**config.mk**
```make
export PLATFORM = sky130hd
export DESIGN_NAME = dual_grant_arbiter_flat
export DESIGN_NICKNAME = d
export VERILOG_FILES = /design/src/rtl/dual_grant_arbiter_if.sv /design/src/rtl/dual_grant_arbiter.sv /design/src/flat_wrapper.sv
export SDC_FILE = /design/constraint.sdc
export NUM_CORES = 1
export LEC_CHECK = 0
export BUFFER_PORTS_ARGS = -buffer_cell sky130_fd_sc_hd__buf_2
export CORE_MARGIN = 3
export CORE_UTILIZATION = 63
export CTS_CLUSTER_SIZE = 30
export DETAILED_ROUTE_END_ITERATION = 7
export PLACE_DENSITY = 0.85
export SETUP_SLACK_MARGIN = 0.05
export SLEW_MARGIN = 20
export SYNTH_ARGS = -nofsm -noshare
export SYNTH_HDL_FRONTEND = slang
export SYNTH_SLANG_ARGS = --single-unit
```
**constraint.sdc**
```tcl
create_clock -name clk -period 5.59 [get_ports clk]
set_input_delay 1.118 -clock clk [delete_from_list [all_inputs] [get_ports clk]]
set_output_delay 1.118 -clock clk [all_outputs]
set_load 0.005 [all_outputs]
```
**src/rtl/dual_grant_arbiter_if.sv**
```systemverilog
// Request/grant bundle between the client blocks and the two-channel arbiter.
// The master side drives requests and channel completions; the slave side
// (the arbiter) returns the registered grant state.
interface dual_grant_arbiter_if #(
    parameter int N   = 12,
    parameter int IDW = 4
) ();
    logic [N-1:0]   req;
    logic           done_a;
    logic           done_b;
    logic [IDW-1:0] gnt_a_id;
    logic [IDW-1:0] gnt_b_id;
    logic           busy_a;
    logic           busy_b;
    logic [N-1:0]   gnt_vec;

    modport master (
        output req, done_a, done_b,
        input  gnt_a_id, gnt_b_id, busy_a, busy_b, gnt_vec
    );

    modport slave (
        input  req, done_a, done_b,
        output gnt_a_id, gnt_b_id, busy_a, busy_b, gnt_vec
    );
endinterface

```
**src/rtl/dual_grant_arbiter.sv**
```systemverilog
// Two-channel rotating-priority arbiter. Each arbitration cycle scans the
// eligible requesters downward from ptr (with wrap) and hands the first and
// second hits to whichever channels are idle. Grants are held until the
// owning channel pulses its done; grant ids are index+1, with 0 meaning none.
module dual_grant_arbiter #(
    parameter int N   = 12,
    parameter int IDW = 4
) (
    input logic                 clk,
    input logic                 rst_n,
    dual_grant_arbiter_if.slave bus
);
    localparam int PW = (N > 1) ? $clog2(N) : 1;

    typedef enum logic {
        CH_IDLE  = 1'b0,
        CH_GRANT = 1'b1
    } chan_state_e;

    // Registered state and outputs
    chan_state_e    state_a_q, state_a_d;
    chan_state_e    state_b_q, state_b_d;
    logic [IDW-1:0] gnt_a_id_q, gnt_a_id_d;
    logic [IDW-1:0] gnt_b_id_q, gnt_b_id_d;
    logic           busy_a_q, busy_a_d;
    logic           busy_b_q, busy_b_d;
    logic [N-1:0]   gnt_vec_q, gnt_vec_d;
    logic [PW-1:0]  ptr_q, ptr_d;

    // Combinational arbitration results
    logic [N-1:0]   eligible;
    logic           first_found, second_found;
    logic [PW-1:0]  first_idx, second_idx;
    logic           a_take, b_take;
    logic [PW-1:0]  b_idx, last_idx;
    logic           rel_a, rel_b;

    // A requester already holding a channel is never offered the other one.
    assign eligible = bus.req & ~gnt_vec_q;

    // Dual scan: find the first two eligible requesters in the order ptr, ptr-1, ..., wrapping.
    always_comb begin
        int            pos;
        logic [PW-1:0] idx;
        // NOTE: every variable driven here gets a default before any branch, otherwise a latch is inferred.
        pos          = 0;
        idx          = '0;
        first_found  = 1'b0;
        second_found = 1'b0;
        first_idx    = '0;
        second_idx   = '0;
        for (int k = 0; k < N; k++) begin
            pos = int'(ptr_q) - k;
            if (pos < 0) begin
                pos = pos + N;
            end
            idx = PW'(pos);
            if (eligible[idx]) begin
                if (!first_found) begin
                    first_found = 1'b1;
                    first_idx   = idx;
                end else if (!second_found) begin
                    second_found = 1'b1;
                    second_idx   = idx;
                end
            end
        end
    end

    // Assignment to idle channels, release on done, pointer update and next-state values.
    always_comb begin
        // A releasing channel is still in GRANT this cycle, so it cannot be re-granted on the same edge.
        rel_a  = (state_a_q == CH_GRANT) && bus.done_a;
        rel_b  = (state_b_q == CH_GRANT) && bus.done_b;

        a_take = (state_a_q == CH_IDLE) && first_found;
        b_take = 1'b0;
        b_idx  = first_idx;
        if (state_b_q == CH_IDLE) begin
            if (state_a_q == CH_IDLE) begin
                // A takes the first hit, so B gets the second.
                b_take = second_found;
                b_idx  = second_idx;
            end else begin
                b_take = first_found;
                b_idx  = first_idx;
            end
        end

        // The last assignment in scan order is the lowest-priority one; B is always later than A.
        last_idx = b_take ? b_idx : first_idx;
        ptr_d    = ptr_q;
        if (a_take || b_take) begin
            ptr_d = (last_idx == '0) ? PW'(N - 1) : (last_idx - PW'(1));
        end

        state_a_d  = state_a_q;
        gnt_a_id_d = gnt_a_id_q;
        if (rel_a) begin
            state_a_d  = CH_IDLE;
            gnt_a_id_d = '0;
        end else if (a_take) begin
            state_a_d  = CH_GRANT;
            gnt_a_id_d = IDW'(first_idx) + IDW'(1);
        end

        state_b_d  = state_b_q;
        gnt_b_id_d = gnt_b_id_q;
        if (rel_b) begin
            state_b_d  = CH_IDLE;
            gnt_b_id_d = '0;
        end else if (b_take) begin
            state_b_d  = CH_GRANT;
            gnt_b_id_d = IDW'(b_idx) + IDW'(1);
        end

        busy_a_d = (state_a_d == CH_GRANT);
        busy_b_d = (state_b_d == CH_GRANT);

        gnt_vec_d = gnt_vec_q;
        for (int i = 0; i < N; i++) begin
            if (rel_a && (gnt_a_id_q == IDW'(i + 1))) begin
                gnt_vec_d[i] = 1'b0;
            end
            if (rel_b && (gnt_b_id_q == IDW'(i + 1))) begin
                gnt_vec_d[i] = 1'b0;
            end
            if (a_take && (first_idx == PW'(i))) begin
                gnt_vec_d[i] = 1'b1;
            end
            if (b_take && (b_idx == PW'(i))) begin
                gnt_vec_d[i] = 1'b1;
            end
        end
    end

    // Channel FSMs, pointer and registered outputs; reset drops every grant at once.
    always_ff @(posedge clk or negedge rst_n) begin
        if (!rst_n) begin
            state_a_q  <= CH_IDLE;
            state_b_q  <= CH_IDLE;
            gnt_a_id_q <= '0;
            gnt_b_id_q <= '0;
            busy_a_q   <= 1'b0;
            busy_b_q   <= 1'b0;
            gnt_vec_q  <= '0;
            ptr_q      <= PW'(N - 1);
        end else begin
            // NOTE: sequential state uses non-blocking assignment so all flops update from the same pre-edge values.
            state_a_q  <= state_a_d;
            state_b_q  <= state_b_d;
            gnt_a_id_q <= gnt_a_id_d;
            gnt_b_id_q <= gnt_b_id_d;
            busy_a_q   <= busy_a_d;
            busy_b_q   <= busy_b_d;
            gnt_vec_q  <= gnt_vec_d;
            ptr_q      <= ptr_d;
        end
    end

    assign bus.gnt_a_id = gnt_a_id_q;
    assign bus.gnt_b_id = gnt_b_id_q;
    assign bus.busy_a   = busy_a_q;
    assign bus.busy_b   = busy_b_q;
    assign bus.gnt_vec  = gnt_vec_q;

endmodule

```
**src/flat_wrapper.sv**
```systemverilog
// flat-port wrapper written by rule: the top's interface ports become plain ports
module dual_grant_arbiter_flat 
#(
    parameter int N   = 12,
    parameter int IDW = 4
)
  (clk, rst_n, bus_req, bus_done_a, bus_done_b, bus_gnt_a_id, bus_gnt_b_id, bus_busy_a, bus_busy_b, bus_gnt_vec);
  dual_grant_arbiter_if #(.N(N), .IDW(IDW)) bus_i ();
  input logic clk;
  input logic rst_n;
  input wire logic [$bits(bus_i.req)-1:0] bus_req;
  input wire logic [$bits(bus_i.done_a)-1:0] bus_done_a;
  input wire logic [$bits(bus_i.done_b)-1:0] bus_done_b;
  output wire logic [$bits(bus_i.gnt_a_id)-1:0] bus_gnt_a_id;
  output wire logic [$bits(bus_i.gnt_b_id)-1:0] bus_gnt_b_id;
  output wire logic [$bits(bus_i.busy_a)-1:0] bus_busy_a;
  output wire logic [$bits(bus_i.busy_b)-1:0] bus_busy_b;
  output wire logic [$bits(bus_i.gnt_vec)-1:0] bus_gnt_vec;
  assign bus_i.req = bus_req;
  assign bus_i.done_a = bus_done_a;
  assign bus_i.done_b = bus_done_b;
  assign bus_gnt_a_id = bus_i.gnt_a_id;
  assign bus_gnt_b_id = bus_i.gnt_b_id;
  assign bus_busy_a = bus_i.busy_a;
  assign bus_busy_b = bus_i.busy_b;
  assign bus_gnt_vec = bus_i.gnt_vec;
  dual_grant_arbiter #(.N(N), .IDW(IDW)) u_core (.clk(clk), .rst_n(rst_n), .bus(bus_i));
endmodule
```
==> results.toml, run 1 <==
[run_status]
outcome = "finished, final reports clean"

[clock_tree]
h-tree-depth = 1
clock_tree.root_cell = "clkbuf_8"
cts_inserted_buffers = 3
post_cts_hold_buffer_count = 0
worstSkewPairLatency_ns = 0.28
clock_transition_at_the_registers_of_the_reported_paths_ns = 0.09
cts_tree = "yes"
clock-sinks = 26
clock_tree_buffer_depth = 2

[placed_design]
dp.cells = 807
port_buffer_count = 37
globalplace.congestion = 1.11
place.detailed.hpwl_um = 14800

[floorplan]
floorplan.rows = 32
boundaryPins = 38
die_h_um = 97.6
die_area_sq_um = 9520
floorplan.initialDensity_pct = 66.6
die_w_um = 97.6
fp.coreArea_sq_um = 7930

[final_layout]
num-nets-final = 751
num-fill-cells = 632
regArea_sq_um = 654
stdcell_count = 813
multi_input_comb_area_sq_um = 4390
layout_commonest_cell = "nand2_1"
n_antenna_cell = 0
most-common-layout-cells = "nand2_1, nor2_1, a21oi_1"
layout-drive-gt1-share_pct = 20.1
areaGrowthSynthToFinish_pct = 7.96

[synth]
number_of_nets_produced_by_synthesis = 718
sequential_to_total_area_share_from_yosys_stat_pct = 12.4
synth.top_cell.area_share_pct = 10.9
synthesis.area_per_instance_sq_um = 7.78
main_synth_ff_type = "dfrtp_1"
synth.ff_latch_count = 26
synthesis.area_sq_um = 5280
leading_post_synthesis_cells_by_cell_area = "dfrtp_1, ha_1, nand2_1"
yosys.cell_types.count = 104
post_synth_inst_count = 679
ys_async_sr_fraction_pct = 100
synthDominantAreaCellType = "dfrtp_1"
synth_enable_flop_cells = 0
yosys_warnings = 0

[global_routing]
global_route.usage.total_pct = 39.8
grt_pass1_vias = 5803
global_route_wire_length_before_repair_um = 31200
grt-ovfl-total = 0
grt_start_max_net_pins = 37
antenna_found_initial = 0

[critical_path]
cp_max_fo = 13
required_ns = 5.79
timing.reg2reg.worst_path_depth = 18
ff2ff_setup_slack_ns = 0.28
worst_r2r_startpoint = "u_core.ptr_q[1]$_DFFE_PN1P_"
setup_crit_end_kind = "register"
worstPathArrival_ns = 5.51
critical_path_class = "register to register"
critPathLaunchType = "register"
r2r-end = "u_core.ptr_q[2]$_DFFE_PN0P_"

[drt]
routed-via-count = 6171
drt-vias-per-instance = 7.59
drtIter0Drc = 680
drt-total-wl_um = 19700
detail_route.drc_violations = 0
drt_pass1_iterations = 8
post_drt_wl_per_cell_um = 24.2
postRouteAntennaNets = 0

[flow_run]
cap_viol_max_count = 0

[timing]
final.setup.tns_ns = 0
period_share_pct = 95.1
slew_headroom_pct = 38.1
hold_viol_final = 0
setup_violations = 0
fmaxAchievable_ghz = 0.188
timing_max_transition_violations_final = 0
tightest_slew_ns = 0.927
worst_clock_skew_ns = 0.00556
setup_repair_after_global_routing_missed_its_margin = "false"
fin_crit_ns = 5.31

[min_path]
hold_path_class = "register to register"
hold-path-cell-count = 2
whs_endpoint = "u_core.bus.gnt_a_id[1]$_DFFE_PN0P_"
hold_path.startpoint = "u_core.bus.gnt_a_id[1]$_DFFE_PN0P_"
-- flip-flops by register name (all words and copies together), names as in the netlist --
register,cells
u_core.bus.gnt_a_id,4
u_core.bus.gnt_b_id,4
u_core.bus.gnt_vec,12
u_core.ptr_q,4
u_core.state_a_q,1
u_core.state_b_q,1
-- cells in the mapped netlist (5+ instances only) --
cell type  number
o221ai_1       16
a221oi_1        6
nor2b_1        24
a31oi_1         5
xor2_1          9
a211oi_2        6
o21a_1          5
a21boi_0        8
a21oi_1        42
nor4bb_1        9
clkbuf_1       11
nand2b_1        6
o22ai_1         6
and2_1          8
a211oi_1        5
o21ai_1         7
o21ai_0        33
nand2_1        75
nand3_1        22
mux4_2          7
and3_1          7
buf_2          15
ha_1           23
nor4b_1         5
a22oi_1        15
nor3b_1        10
a32oi_1         8
xnor2_1         9
o32ai_1         7
mux2i_1        11
dfrtp_1        23
or3_1          10
nor3_1         21
nor2_1         46
and4b_1         5
inv_1          18
-- worst max-delay path: stages (launching register included) --
cell	delay (ns)
dfstp_2	0.55
inv_1	0.16
ha_1	0.40
or3_1	0.45
a211oi_4	0.37
mux2i_1	0.43
mux2_2	0.39
nand2_1	0.13
a211o_1	0.26
o21ai_1	0.17
or2_1	0.30
a2bb2oi_1	0.13
o41ai_2	0.39
o31a_1	0.26
inv_1	0.06
ha_1	0.20
inv_1	0.09
mux2_2	0.33
a21oi_1	0.15
-- layout make-up --
type / instances / share of cell area (%)
sequential: 26 / 11.5
tap: 102 / 2.24
clock buffer: 3 / 0.724
timing repair buffer: 63 / 6.67
clock inverter: 1 / 0.527
inverter: 21 / 1.38
multi-input combinational: 597 / 77.0
-- metrics by stage --
| stage | utilization (%) | instance area (sq um) | hold WS (ns) | setup WS [ns] |
|---|---|---|---|---|
| after floorplan | - | 5280 | 0.526 | 0.698 |
| after global placement | 70.4 | 5580 | 0.531 | 0.297 |
| after detailed placement | 70.4 | 5580 | 0.566 | 0.315 |
| after CTS | 71.3 | 5650 | 0.598 | 0.279 |
| after global routing | 71.9 | 5700 | 0.642 | 0.0489 |
| final | 71.9 | 5700 | 0.607 | 0.276 |
-- layer usage --
metal  up-vias  routed length, um  share of wire, %  global-route usage (%)
met2       494               8800                45                    61.7
li1       2698                  -                 -                       -
met3        90               2530                13                    11.1
met5         -                  0                 0                       0
met1      2889               7600                39                    53.1
met4         0                739               3.8                    14.1
-- timing repair --
item,4_1_cts,5_1_grt
resized for setup,0,6
endpoints found under the setup margin,0,14
buffers inserted,0,2
-- cells by family (layout without fill, tap and decap cells) --
logic type / after synthesis / after routing / synth area share (%)
flops: 26 / 26 / 12.4
mux: 25 / 25 / 6.89
fa+ha+maj: 24 / 24 / 5.64
xor+xnor: 20 / 20 / 3.60
buf+inv: 56 / 88 / 5.19
compound gates: 230 / 230 / 33.3
simple gates: 298 / 298 / 33.0
-- worst max-delay path by stage --
stage,from,endpoint,slack (ns)
3_5_place_dp,bus_req[3],u_core.bus.gnt_vec[7]$_DFFE_PN0P_,0.32
6_report,u_core.ptr_q[1]$_DFFE_PN1P_,u_core.ptr_q[2]$_DFFE_PN0P_,0.28
4_1_cts,u_core.ptr_q[0]$_DFFE_PN1P_,u_core.bus.gnt_b_id[2]$_DFFE_PN0P_,0.28
3_3_place_gp,bus_req[3],u_core.ptr_q[2]$_DFFE_PN0P_,0.30
5_1_grt,u_core.ptr_q[0]$_DFFE_PN1P_,u_core.ptr_q[2]$_DFFE_PN0P_,0.05
2_1_floorplan,u_core.ptr_q[1]$_DFFE_PN1P_,u_core.ptr_q[2]$_DFFE_PN0P_,0.70
Power of run 1 is not shown: default switching activity piles up to over one toggle a cycle in this logic, so the estimate is an artifact.
==> run 2, diff against run 1 <==
Settings changed: GPL_TIMING_DRIVEN set to 0.
Clock period 5.59 ns to 5.6 ns, I/O delays scaled along.
==> results.toml, run 2 (synthesis results as in run 1) <==
[run_status]
outcome = "finished, final reports clean"

[global_routing]
groute.layer.met2.usage_pct = 60.1
global_route.usage.met3_pct = 8.47
global_route.usage.total_pct = 39.0
grt_pass1_vias = 5782
gr_busiest_metal = "met2"
grt-ovfl-total = 0
grt_start_max_net_pins = 27
global_route_wire_length_before_repair_um = 30700
antenna_found_initial = 0
grt.met1_usage_pct = 54.9

[timing]
worst_clock_skew_ns = 0.00222
tightest_slew_ns = 0.926
hold_viol_final = 0
fin_crit_ns = 5.59
period_share_pct = 99.8
fmaxAchievable_ghz = 0.179
slew_headroom_pct = 38.2
final.setup.tns_ns = 0
setup_violations = 0
postLayoutSetupSlackWorst_ns = 0.0137
timing_max_transition_violations_final = 0
setup_repair_after_global_routing_missed_its_margin = "true"

[placed_design]
preCtsSetupSlack_ns = -0.551
dp.cells = 818
port_buffer_count = 37
place.detailed.hpwl_um = 14500
globalplace.congestion = 1.04

[final_layout]
layout-drive-gt1-share_pct = 24.8
largest_register_ffs = 12
n_antenna_cell = 0
layout_commonest_cell = "nand2_1"
most-common-layout-cells = "nand2_1, buf_2, nor2_1"
postLayoutCoreUtil_pct = 75.9
areaGrowthSynthToFinish_pct = 13.9
num-nets-final = 779
stdcell_count = 841

[drt]
routed-via-count = 6249
drt-total-wl_um = 19200
drt-vias-per-instance = 7.43
drtIter0Drc = 890
postRouteAntennaNets = 0
post_drt_wl_per_cell_um = 22.9
drt_pass1_iterations = 6
detail_route.drc_violations = 0

[clock_tree]
worstSkewPairLatency_ns = 0.28
clock_transition_at_the_registers_of_the_reported_paths_ns = 0.09
clock_tree_buffer_depth = 2
clock-sinks = 26
clock_tree.root_cell = "clkbuf_8"
h-tree-depth = 1
cts_tree = "yes"
cts_inserted_buffers = 3

[flow_run]
cap_viol_max_count = 0

[critical_path]
required_ns = 5.79
cp_max_fo = 10
worst_r2r_startpoint = "u_core.ptr_q[1]$_DFFE_PN1P_"
ff2ff_setup_slack_ns = 0.01
endpoint = "u_core.ptr_q[2]$_DFFE_PN0P_"
setup_crit_end_kind = "register"
worstPathArrival_ns = 5.78
crit_path_start = "u_core.ptr_q[1]$_DFFE_PN1P_"
r2r-end = "u_core.ptr_q[2]$_DFFE_PN0P_"
critical_path_class = "register to register"
timing.reg2reg.worst_path_depth = 22
critPathLaunchType = "register"

[floorplan]
floorplan.rows = 32
die_area_sq_um = 9520
boundaryPins = 38
die_w_um = 97.6
fp.coreArea_sq_um = 7930
die_h_um = 97.6
floorplan.initialDensity_pct = 66.6

[min_path]
hold_path_class = "register to register"
hold_path.startpoint = "u_core.bus.gnt_a_id[0]$_DFFE_PN0P_"
==> run 2: cell count changes in the layout (fill, tap and decap cells not counted), sizes merged <==
cell      previous run  this run
inv                 21        19
clkinvlp             0         2
clkbuf               3        14
buf                 63        80
==> run 2: final cells by class <==
class	instances	area, sq um
multi-input combinational	597	4530
sequential	26	654
buffer	33	205
fill	596	1910
clock buffer	3	41.3
inverter	21	86.3
clock inverter	1	30.0
tap	102	128
timing repair buffer	58	343
==> run 2: worst max-delay path: stages, from the launching register on <==
cell	delay, ns
dfstp_2	0.59
buf_4	0.19
buf_6	0.20
clkinvlp_4	0.19
buf_4	0.19
ha_4	0.29
a21o_1	0.18
a221oi_2	0.37
mux2_2	0.43
o21ai_4	0.31
o21ai_0	0.23
a21oi_1	0.25
o22ai_2	0.12
o21a_1	0.14
buf_4	0.16
nor3b_2	0.17
o41ai_4	0.39
o31a_1	0.25
inv_1	0.06
ha_1	0.18
inv_1	0.07
mux2_2	0.34
a21oi_1	0.19
==> run 2: metrics by stage <==
step,cell area (sq um),hold WS [ns]
2_1_floorplan,5280,0.526
5_1_grt,6020,0.649
3_5_place_dp,5600,0.556
6_report,6020,0.580
4_1_cts,5800,0.578
3_3_place_gp,5600,0.543
==> run 2: timing repair <==
| item | in CTS | in global routing |
|---|---|---|
| hold buffers | 0 | 0 |
| resized for setup | 18 | 24 |
| pin swaps | 4 | 8 |
| setup endpoints to repair | 23 | 21 |
| cloned | 0 | 0 |
| setup buffers | 7 | 14 |
==> run 2: worst min path at each step <==
| stage | cells after the start | to | slack (ns) |
|---|---|---|---|
| final | 2 | u_core.bus.gnt_a_id[0]$_DFFE_PN0P_ | 0.58 |
| after global placement | 2 | u_core.bus.gnt_a_id[0]$_DFFE_PN0P_ | 0.54 |
| after floorplan | 2 | u_core.bus.gnt_vec[9]$_DFFE_PN0P_ | 0.53 |
| after detailed placement | 2 | u_core.bus.gnt_a_id[0]$_DFFE_PN0P_ | 0.56 |
| after CTS | 2 | u_core.bus.gnt_a_id[0]$_DFFE_PN0P_ | 0.58 |
| after global routing | 2 | u_core.bus.gnt_a_id[0]$_DFFE_PN0P_ | 0.65 |
==> run 2: layer usage <==
metal  share of wire, %  up-vias
met4                3.5        0
met3                 14       89
li1                   -     2751
met1                 39     2885
met2                 44      524
met5                  0        -
Power of run 2 is left out for the same reason.
